<file path="config.mk">
export PLATFORM = sky130hd
export DESIGN_NAME = voice_scheduler
export DESIGN_NICKNAME = d
export VERILOG_FILES = /design/src/rtl/voice_scheduler.sv
export SDC_FILE = /design/constraint.sdc
export NUM_CORES = 1
export LEC_CHECK = 0
export ABC_AREA = 1
export CAP_MARGIN = 0
export CORE_ASPECT_RATIO = 1.1
export CORE_UTILIZATION = 30
export DETAILED_ROUTE_END_ITERATION = 16
export SLEW_MARGIN = 25
export SYNTH_ARGS = -nofsm -noshare
export SYNTH_HDL_FRONTEND = slang
export SYNTH_SLANG_ARGS = --single-unit
</file>
<file path="constraint.sdc">
create_clock -name clk -period 3.8 [get_ports clk]
set_input_delay 1.14 -clock clk [delete_from_list [all_inputs] [get_ports clk]]
set_output_delay 1.14 -clock clk [all_outputs]
set_load 0.01 [all_outputs]
</file>
<file path="src/rtl/voice_scheduler.sv">
// Voice allocator: maps MIDI note events onto COUNT voice pipelines with
// release timing, per-voice age ranks and oldest-voice stealing.
package voice_scheduler_pkg;
  typedef enum logic {NOTE_OFF = 1'b0, NOTE_ON = 1'b1} note_en_t;
endpackage

module voice_scheduler
  import voice_scheduler_pkg::*;
#(
  parameter int COUNT          = 4,
  parameter int RELEASE_CYCLES = 1024
) (
  input  logic                  clk,
  input  logic                  reset,
  input  logic                  input_en,
  input  note_en_t              note_in_en,
  input  logic [6:0]            note_in,
  input  logic [6:0]            velocity_in,
  output logic [COUNT-1:0]      voice_en,
  output logic [COUNT-1:0]      voice_gate,
  output logic [COUNT-1:0]      voice_retrigger,
  output logic [COUNT-1:0][6:0] notes_out,
  output logic [COUNT-1:0][6:0] velocities_out
);
  localparam int AW = $clog2(COUNT);
  localparam int TW = $clog2(RELEASE_CYCLES + 1);

  typedef enum logic [1:0] {V_FREE = 2'd0, V_ACTIVE = 2'd1, V_RELEASE = 2'd2} vstate_t;

  vstate_t        state_q [COUNT], state_d [COUNT];
  logic [AW-1:0]  age_q   [COUNT], age_d   [COUNT];
  logic [TW-1:0]  timer_q [COUNT], timer_d [COUNT];
  logic [6:0]     note_q  [COUNT], note_d  [COUNT];
  logic [6:0]     vel_q   [COUNT], vel_d   [COUNT];
  logic [COUNT-1:0] retrig_q, retrig_d;

  // input_en is a one-cycle strobe with no back-pressure: every strobed
  // event is consumed on the edge that samples it. ON with velocity 0 is OFF.
  logic is_on, is_off;
  assign is_on  = input_en && (note_in_en == NOTE_ON) && (velocity_in != 7'd0);
  assign is_off = input_en && !is_on;

  logic          act_hit, rel_hit, free_hit, ro_hit, ao_hit, off_hit;
  logic [AW-1:0] act_idx, rel_idx, free_idx, ro_idx, ao_idx, off_idx, sel_idx;
  logic [AW-1:0] old_age;

  always_comb begin
    act_hit = 1'b0; rel_hit = 1'b0; free_hit = 1'b0;
    ro_hit  = 1'b0; ao_hit  = 1'b0; off_hit  = 1'b0;
    act_idx = '0; rel_idx = '0; free_idx = '0;
    ro_idx  = '0; ao_idx  = '0; off_idx  = '0;
    for (int i = 0; i < COUNT; i++) begin
      if (state_q[i] == V_ACTIVE) begin
        if (!act_hit && note_q[i] == note_in) begin act_hit = 1'b1; act_idx = AW'(i); end
        if (!ao_hit || age_q[i] > age_q[ao_idx]) begin ao_hit = 1'b1; ao_idx = AW'(i); end
      end
      if (state_q[i] == V_RELEASE) begin
        if (!rel_hit && note_q[i] == note_in) begin rel_hit = 1'b1; rel_idx = AW'(i); end
        if (!ro_hit || age_q[i] > age_q[ro_idx]) begin ro_hit = 1'b1; ro_idx = AW'(i); end
      end
      if (!free_hit && state_q[i] == V_FREE) begin free_hit = 1'b1; free_idx = AW'(i); end
    end
    off_hit = act_hit;
    off_idx = act_idx;
    if (act_hit)       sel_idx = act_idx;
    else if (rel_hit)  sel_idx = rel_idx;
    else if (free_hit) sel_idx = free_idx;
    else if (ro_hit)   sel_idx = ro_idx;
    else               sel_idx = ao_idx;
    old_age = age_q[sel_idx];
  end

  // An allocation takes precedence over a same-cycle release expiry.
  always_comb begin
    retrig_d = '0;
    for (int i = 0; i < COUNT; i++) begin
      state_d[i] = state_q[i];
      age_d[i]   = age_q[i];
      timer_d[i] = timer_q[i];
      note_d[i]  = note_q[i];
      vel_d[i]   = vel_q[i];
      if (is_on && sel_idx == AW'(i)) begin
        state_d[i]  = V_ACTIVE;
        age_d[i]    = '0;
        timer_d[i]  = '0;
        note_d[i]   = note_in;
        vel_d[i]    = velocity_in;
        retrig_d[i] = 1'b1;
      end else begin
        if (is_on && age_q[i] < old_age) age_d[i] = age_q[i] + 1'b1;
        if (is_off && off_hit && off_idx == AW'(i)) begin
          state_d[i] = V_RELEASE;
          timer_d[i] = TW'(RELEASE_CYCLES);
        end else if (state_q[i] == V_RELEASE) begin
          if (timer_q[i] == TW'(1)) begin
            state_d[i] = V_FREE;
            timer_d[i] = '0;
            note_d[i]  = '0;
            vel_d[i]   = '0;
          end else begin
            timer_d[i] = timer_q[i] - 1'b1;
          end
        end
      end
    end
  end

  always_ff @(posedge clk) begin
    if (reset) begin
      retrig_q <= '0;
      for (int i = 0; i < COUNT; i++) begin
        state_q[i] <= V_FREE;
        age_q[i]   <= AW'(i);
        timer_q[i] <= '0;
        note_q[i]  <= '0;
        vel_q[i]   <= '0;
      end
    end else begin
      retrig_q <= retrig_d;
      for (int i = 0; i < COUNT; i++) begin
        state_q[i] <= state_d[i];
        age_q[i]   <= age_d[i];
        timer_q[i] <= timer_d[i];
        note_q[i]  <= note_d[i];
        vel_q[i]   <= vel_d[i];
      end
    end
  end

  always_comb begin
    voice_retrigger = retrig_q;
    for (int i = 0; i < COUNT; i++) begin
      voice_en[i]       = (state_q[i] != V_FREE);
      voice_gate[i]     = (state_q[i] == V_ACTIVE);
      notes_out[i]      = note_q[i];
      velocities_out[i] = vel_q[i];
    end
  end
endmodule

</file>
# Word level (Yosys, flattened, before mapping)
# Memory sizes are Yosys's and may differ from the RTL's.
# Cells that the tools add are included.
dict set report op_classes {
  addsub 8
  order_cmp 9
  eq_ne 22
  n_mux 161
  n_bitwise 20
  reduce_logical 58
}
# op count
set op_table {}
lappend op_table {{7-bit two-way mux} 40}
lappend op_table {{11-bit two-way mux} 20}
lappend op_table {{2-bit two-way mux} 54}
lappend op_table {{1-bit two-way mux} 47}
lappend op_table {{11-bit by 1-bit == test with 1-bit output (second input constant)} 4}
lappend op_table {{11-bit by 1-bit subtractor with 11-bit output (second input constant)} 4}
lappend op_table {{7-bit == test} 4}
lappend op_table {{1-bit logical AND} 25}
lappend op_table {{1-bit bitwise OR} 20}
lappend op_table {{2-bit == test (second input constant)} 8}
lappend op_table {{1-bit logical NOT} 16}
lappend op_table {{2-bit by 1-bit == test with 1-bit output (second input constant)} 6}
lappend op_table {{2-bit logical NOT} 6}
lappend op_table {{2-bit > comparator} 5}
lappend op_table {{2-bit by 1-bit adder with 2-bit output (second input constant)} 4}
lappend op_table {{2-bit less-than comparator} 4}
lappend op_table {{2-bit nonzero test} 4}
lappend op_table {{7-bit nonzero test} 1}
lappend op_table {{1-bit logical OR} 6}
dict set report totals {
  reg_bits 4
  ramBits 116
  mem_count 5
}
# name depth word_bits rd rd_ports_with_merged_regs write_ports line_no
set mem_list {}
lappend mem_list {timer_q 4 11 4 0 4 32} ;# logic [TW-1:0] timer_q [COUNT], timer_d [COUNT];
lappend mem_list {note_q 4 7 4 0 4 33} ;# logic [6:0] note_q [COUNT], note_d [COUNT];
lappend mem_list {vel_q 4 7 4 0 4 34} ;# logic [6:0] vel_q [COUNT], vel_d [COUNT];
lappend mem_list {age_q 4 2 9 0 4 31} ;# logic [AW-1:0] age_q [COUNT], age_d [COUNT];
lappend mem_list {state_q 4 2 4 0 4 30} ;# vstate_t state_q [COUNT], state_d [COUNT];

# Logic depth before layout (Yosys ltp)
# An unclocked memory read counts as a cell.
dict set report depth {
  word_depth 27
  depth_mapped 40
  ltp_nobuf 40
}

# Least setup slack after synthesis
# No wires, ideal clock.
dict set report synth_path {
  path_type {reg-to-reg}
  startpoint {memory age_q[0][1] (netlist bit)}
  endpoint {memory vel_q[0][4]}
  setup_time_ns 0.124
  arrival_ns 3.623
  t_required_ns 3.676
  slack_ns 0.053
  path_stages_with_launch 34
  period_less_slack_ns 3.747
  cell_sequence {dfxtp_1 inv_1 ha_1 nand2_1 nand2_1 nand2_1 a21oi_2 nand2_1 o21ai_0 ha_1 nand2_1 inv_1 o21ai_0 nand2_1 nand2_1 o21ai_0 ha_1 inv_1 o21bai_1 nand2_1 nand2_1 nand2_1 nand3b_1 nand2_1 nand2_1 nand2_1 nand2_2 a21oi_4 nand4_1 nand2_1 inv_2 buf_2 nand3_1 o21ai_0}
}
# element line_no
set synth_rtl {}
lappend synth_rtl {{start, declared} 31}
lappend synth_rtl {{end, declared} 34}

==> out/summary.txt <==
Status: finished with violations
Failing checks: DRC, setup timing
Dominant cells by area after synthesis: dfxtp_1 39%, nand2_1 8.6%, inv_1 7.1%
Largest net degree at the start of global routing: 17
Most common cell in the netlist: nand2_1
Synthesized instance count: 817
Layout cell share with drive strength beyond 1: 28.6%
First-pass GRT wire length: 28800 um
DR WL/cell: 14.7 um
Via count: 5877
Sequential-to-total area share from yosys stat: 38.9%
Post-synth top area cell: dfxtp_1
Num rows: 54
Final GP Congestion: 0.872
Worst-path clk slew: 0.06 ns
Syn. warnings: 0
Grt ovf: 0
Worst skew pair latency: 0.43 ns
Fin Hold WS: 0.468 ns
DRC Markers: 1
Crit path largest cell delay: 0.33 ns
TritonCTS Sinks: 120
Worst Path Required: 4.16 ns
CP Max Fanout: 7
Vias in the first global route: 5543
Netlist cell types: 41
Input/output buffers: 85
Pre-CTS WS: -0.301 ns
Final setup violation count: 79
Die span in x: 139 um
Crit Path Category: reg -> reg
Die Y: 152 um
Asr flop ratio synth: 0%
HPWL after detailed placement: 12600 um
Clk root buf: clkbuf_16
Final period utilization: 103%
Final nets: 1008
Critical Path AT: 4.29 ns
Placed Area: 0.00760 mm2
Hold Vio Cnt, Final: 0
Fin area: 0.00899 mm2
Slew HR: 37.1%
Crit path top cell by count: nand2_1
Post-synthesis register bit count: 120
Post-synth EDFFs: 0
Skew final: 0.00945 ns
Synth top cells by count: 142 x nand2_1, 120 x dfxtp_1, 116 x inv_1, 77 x nor2_1, 73 x nand3_1
Minimum clock period: 3.93 ns
Leakage dissipation: 3.67 nW
Slew Limit Fails: 0
Main synth FF type: dfxtp_1
Syn Nets: 853
Top-area cell type share of the netlist area: 38.9%
CP endpoint kind: flop
Area Overhead vs Synth: 45.7%
Least-Margin Pin Slew: 0.940 ns
Min-Delay Path Class: reg -> reg
Syn Area/Cell: 7.55 um2
Core Area: 0.0200 mm2
Worst setup slack after layout: -0.129 ns
Die area: 0.0211 mm2
Setup crit start kind: flop
Longest Clk Path Bufs: 2
Post-Route WL: 18200 um
RSZ-0062 raised after global routing: true
Antenna violations before repair: 0
Drt pass-1 iters: 10
N_diodes: 0
Vias per cell: 4.75
Initial DRC Count: 236
VDD IR-drop max: 0.263 mV
TritonCTS Buffers: 17
PwrDens: 364 mW/mm2
Final ANT Viol Nets: 0
Initial Util: 30.8%
All-Layer GR Usage: 17.3%
Top achievable clock speed: 255 MHz
Slowest cell on crit path: dfxtp_2
CTS H-tree lvls: 4
Num ports: 86
CTS tree: done
MaxCap Viol Count: 0
Mapped Area: 0.00617 mm2
[worst paths after layout]
| check | from | end | slack (ns) | cells past startpoint |
|---|---|---|---|---|
| worst min register to register | vel_q[1][6]$_SDFFE_PP0P_ | vel_q[1][6]$_SDFFE_PP0P_ | 0.47 | 2 |
| worst min-delay path | vel_q[1][6]$_SDFFE_PP0P_ | vel_q[1][6]$_SDFFE_PP0P_ | 0.47 | 2 |
| worst max register to register | age_q[0][1]$_SDFFE_PP0P_ | note_q[0][4]$_SDFFE_PP0P_ | -0.13 | 32 |
| worst max-delay path | age_q[0][1]$_SDFFE_PP0P_ | note_q[0][4]$_SDFFE_PP0P_ | -0.13 | 32 |
[power breakdown]
part / switching [W] / internal (W) / total (W) / leakage [nW]
Combinational: 0.000179 / 0.000134 / 0.000313 / 2.40
Clock: 0.000675 / 0.000995 / 0.00167 / 0.301
Sequential: 0.0000127 / 0.00127 / 0.00129 / 0.969
Total: 0.000866 / 0.00240 / 0.00327 / 3.67
[layer usage]
metal / vias up / part of all wire [%] / wire length, um / global-route usage [%]
li1: 2994 / - / - / -
met1: 2726 / 46 / 8290 / 21.5
met2: 133 / 48 / 8690 / 29.3
met3: 24 / 4.6 / 829 / 3.52
met4: 0 / 2.2 / 399 / 7.14
met5: - / 0 / 0 / 0
[kinds of logic after synthesis]
group	after synthesis	synth area share (%)
XOR/XNOR	44	6.25
flip-flops	120	38.9
AO/OA/AOI/OAI	116	13.1
AND/OR/NAND/NOR	363	27.7
buffers and inverters	156	10.3
adder cells (fa/ha/maj)	18	3.65
[area by class of cell]
class                      instances  area (um2)
clock buffer                      17         425
clock inverter                    15         180
fill                            1932       11000
inverter                         139         544
multi-input combinational        545        3710
sequential                       120        2400
tap                              252         315
timing repair buffer             148        1410
timing repair inverter             1        7.51
[flip-flops by register name (all words and copies together), names as in the netlist]
name and cells:
timer_q 44, note_q 28, vel_q 28, age_q 8, state_q 8, voice_retrigger 4
[cells in the final DEF (no fill, tap or decap), types with 12 or more instances in the layout]
cell / instances
xor2_1: 19
dfxtp_1: 118
clkbuf_16: 17
inv_2: 19
nand2_2: 23
buf_4: 50
nand3_1: 50
nand3_2: 28
clkdlybuf4s50_1: 85
o21ai_0: 13
nand2_1: 113
nor2_1: 70
nand2_4: 12
nand4_1: 14
o22ai_1: 20
o21ai_2: 18
ha_1: 16
xnor2_1: 25
nor2_2: 14
inv_1: 114
a21oi_2: 18
[through the flow]
stage          power (W)  setup TNS, ns  instances  utilization (%)
4_1_cts          0.00326         -11.24       1229             43.0
5_1_grt          0.00338         -38.63       1237             45.0
2_1_floorplan    0.00145              0        817                -
3_5_place_dp     0.00157         -22.93       1183             38.0
6_report         0.00327          -3.81       1237             45.0
3_3_place_gp     0.00157          -9.82       1183             38.0
[worst max-delay path: cells and delay by family (launching register included)]
| kind | cells | cell delay [ns] |
|---|---|---|
| AOI/OAI and AO/OA | 7 | 0.86 |
| and+or+nand+nor | 17 | 1.28 |
| buffers and inverters | 5 | 0.57 |
| adders and majority gates | 3 | 0.82 |
| DFF | 1 | 0.33 |
[timing repair]
action | 4_1_cts | 5_1_grt
pin swaps | 26 | 53
endpoints found under the setup margin | 117 | 120
resized for setup | 65 | 87
buffers inserted | 11 | 7
cloned | 3 | 2
hold buffers | 0 | 0
Note: power is estimated with default switching activity, not from simulation.
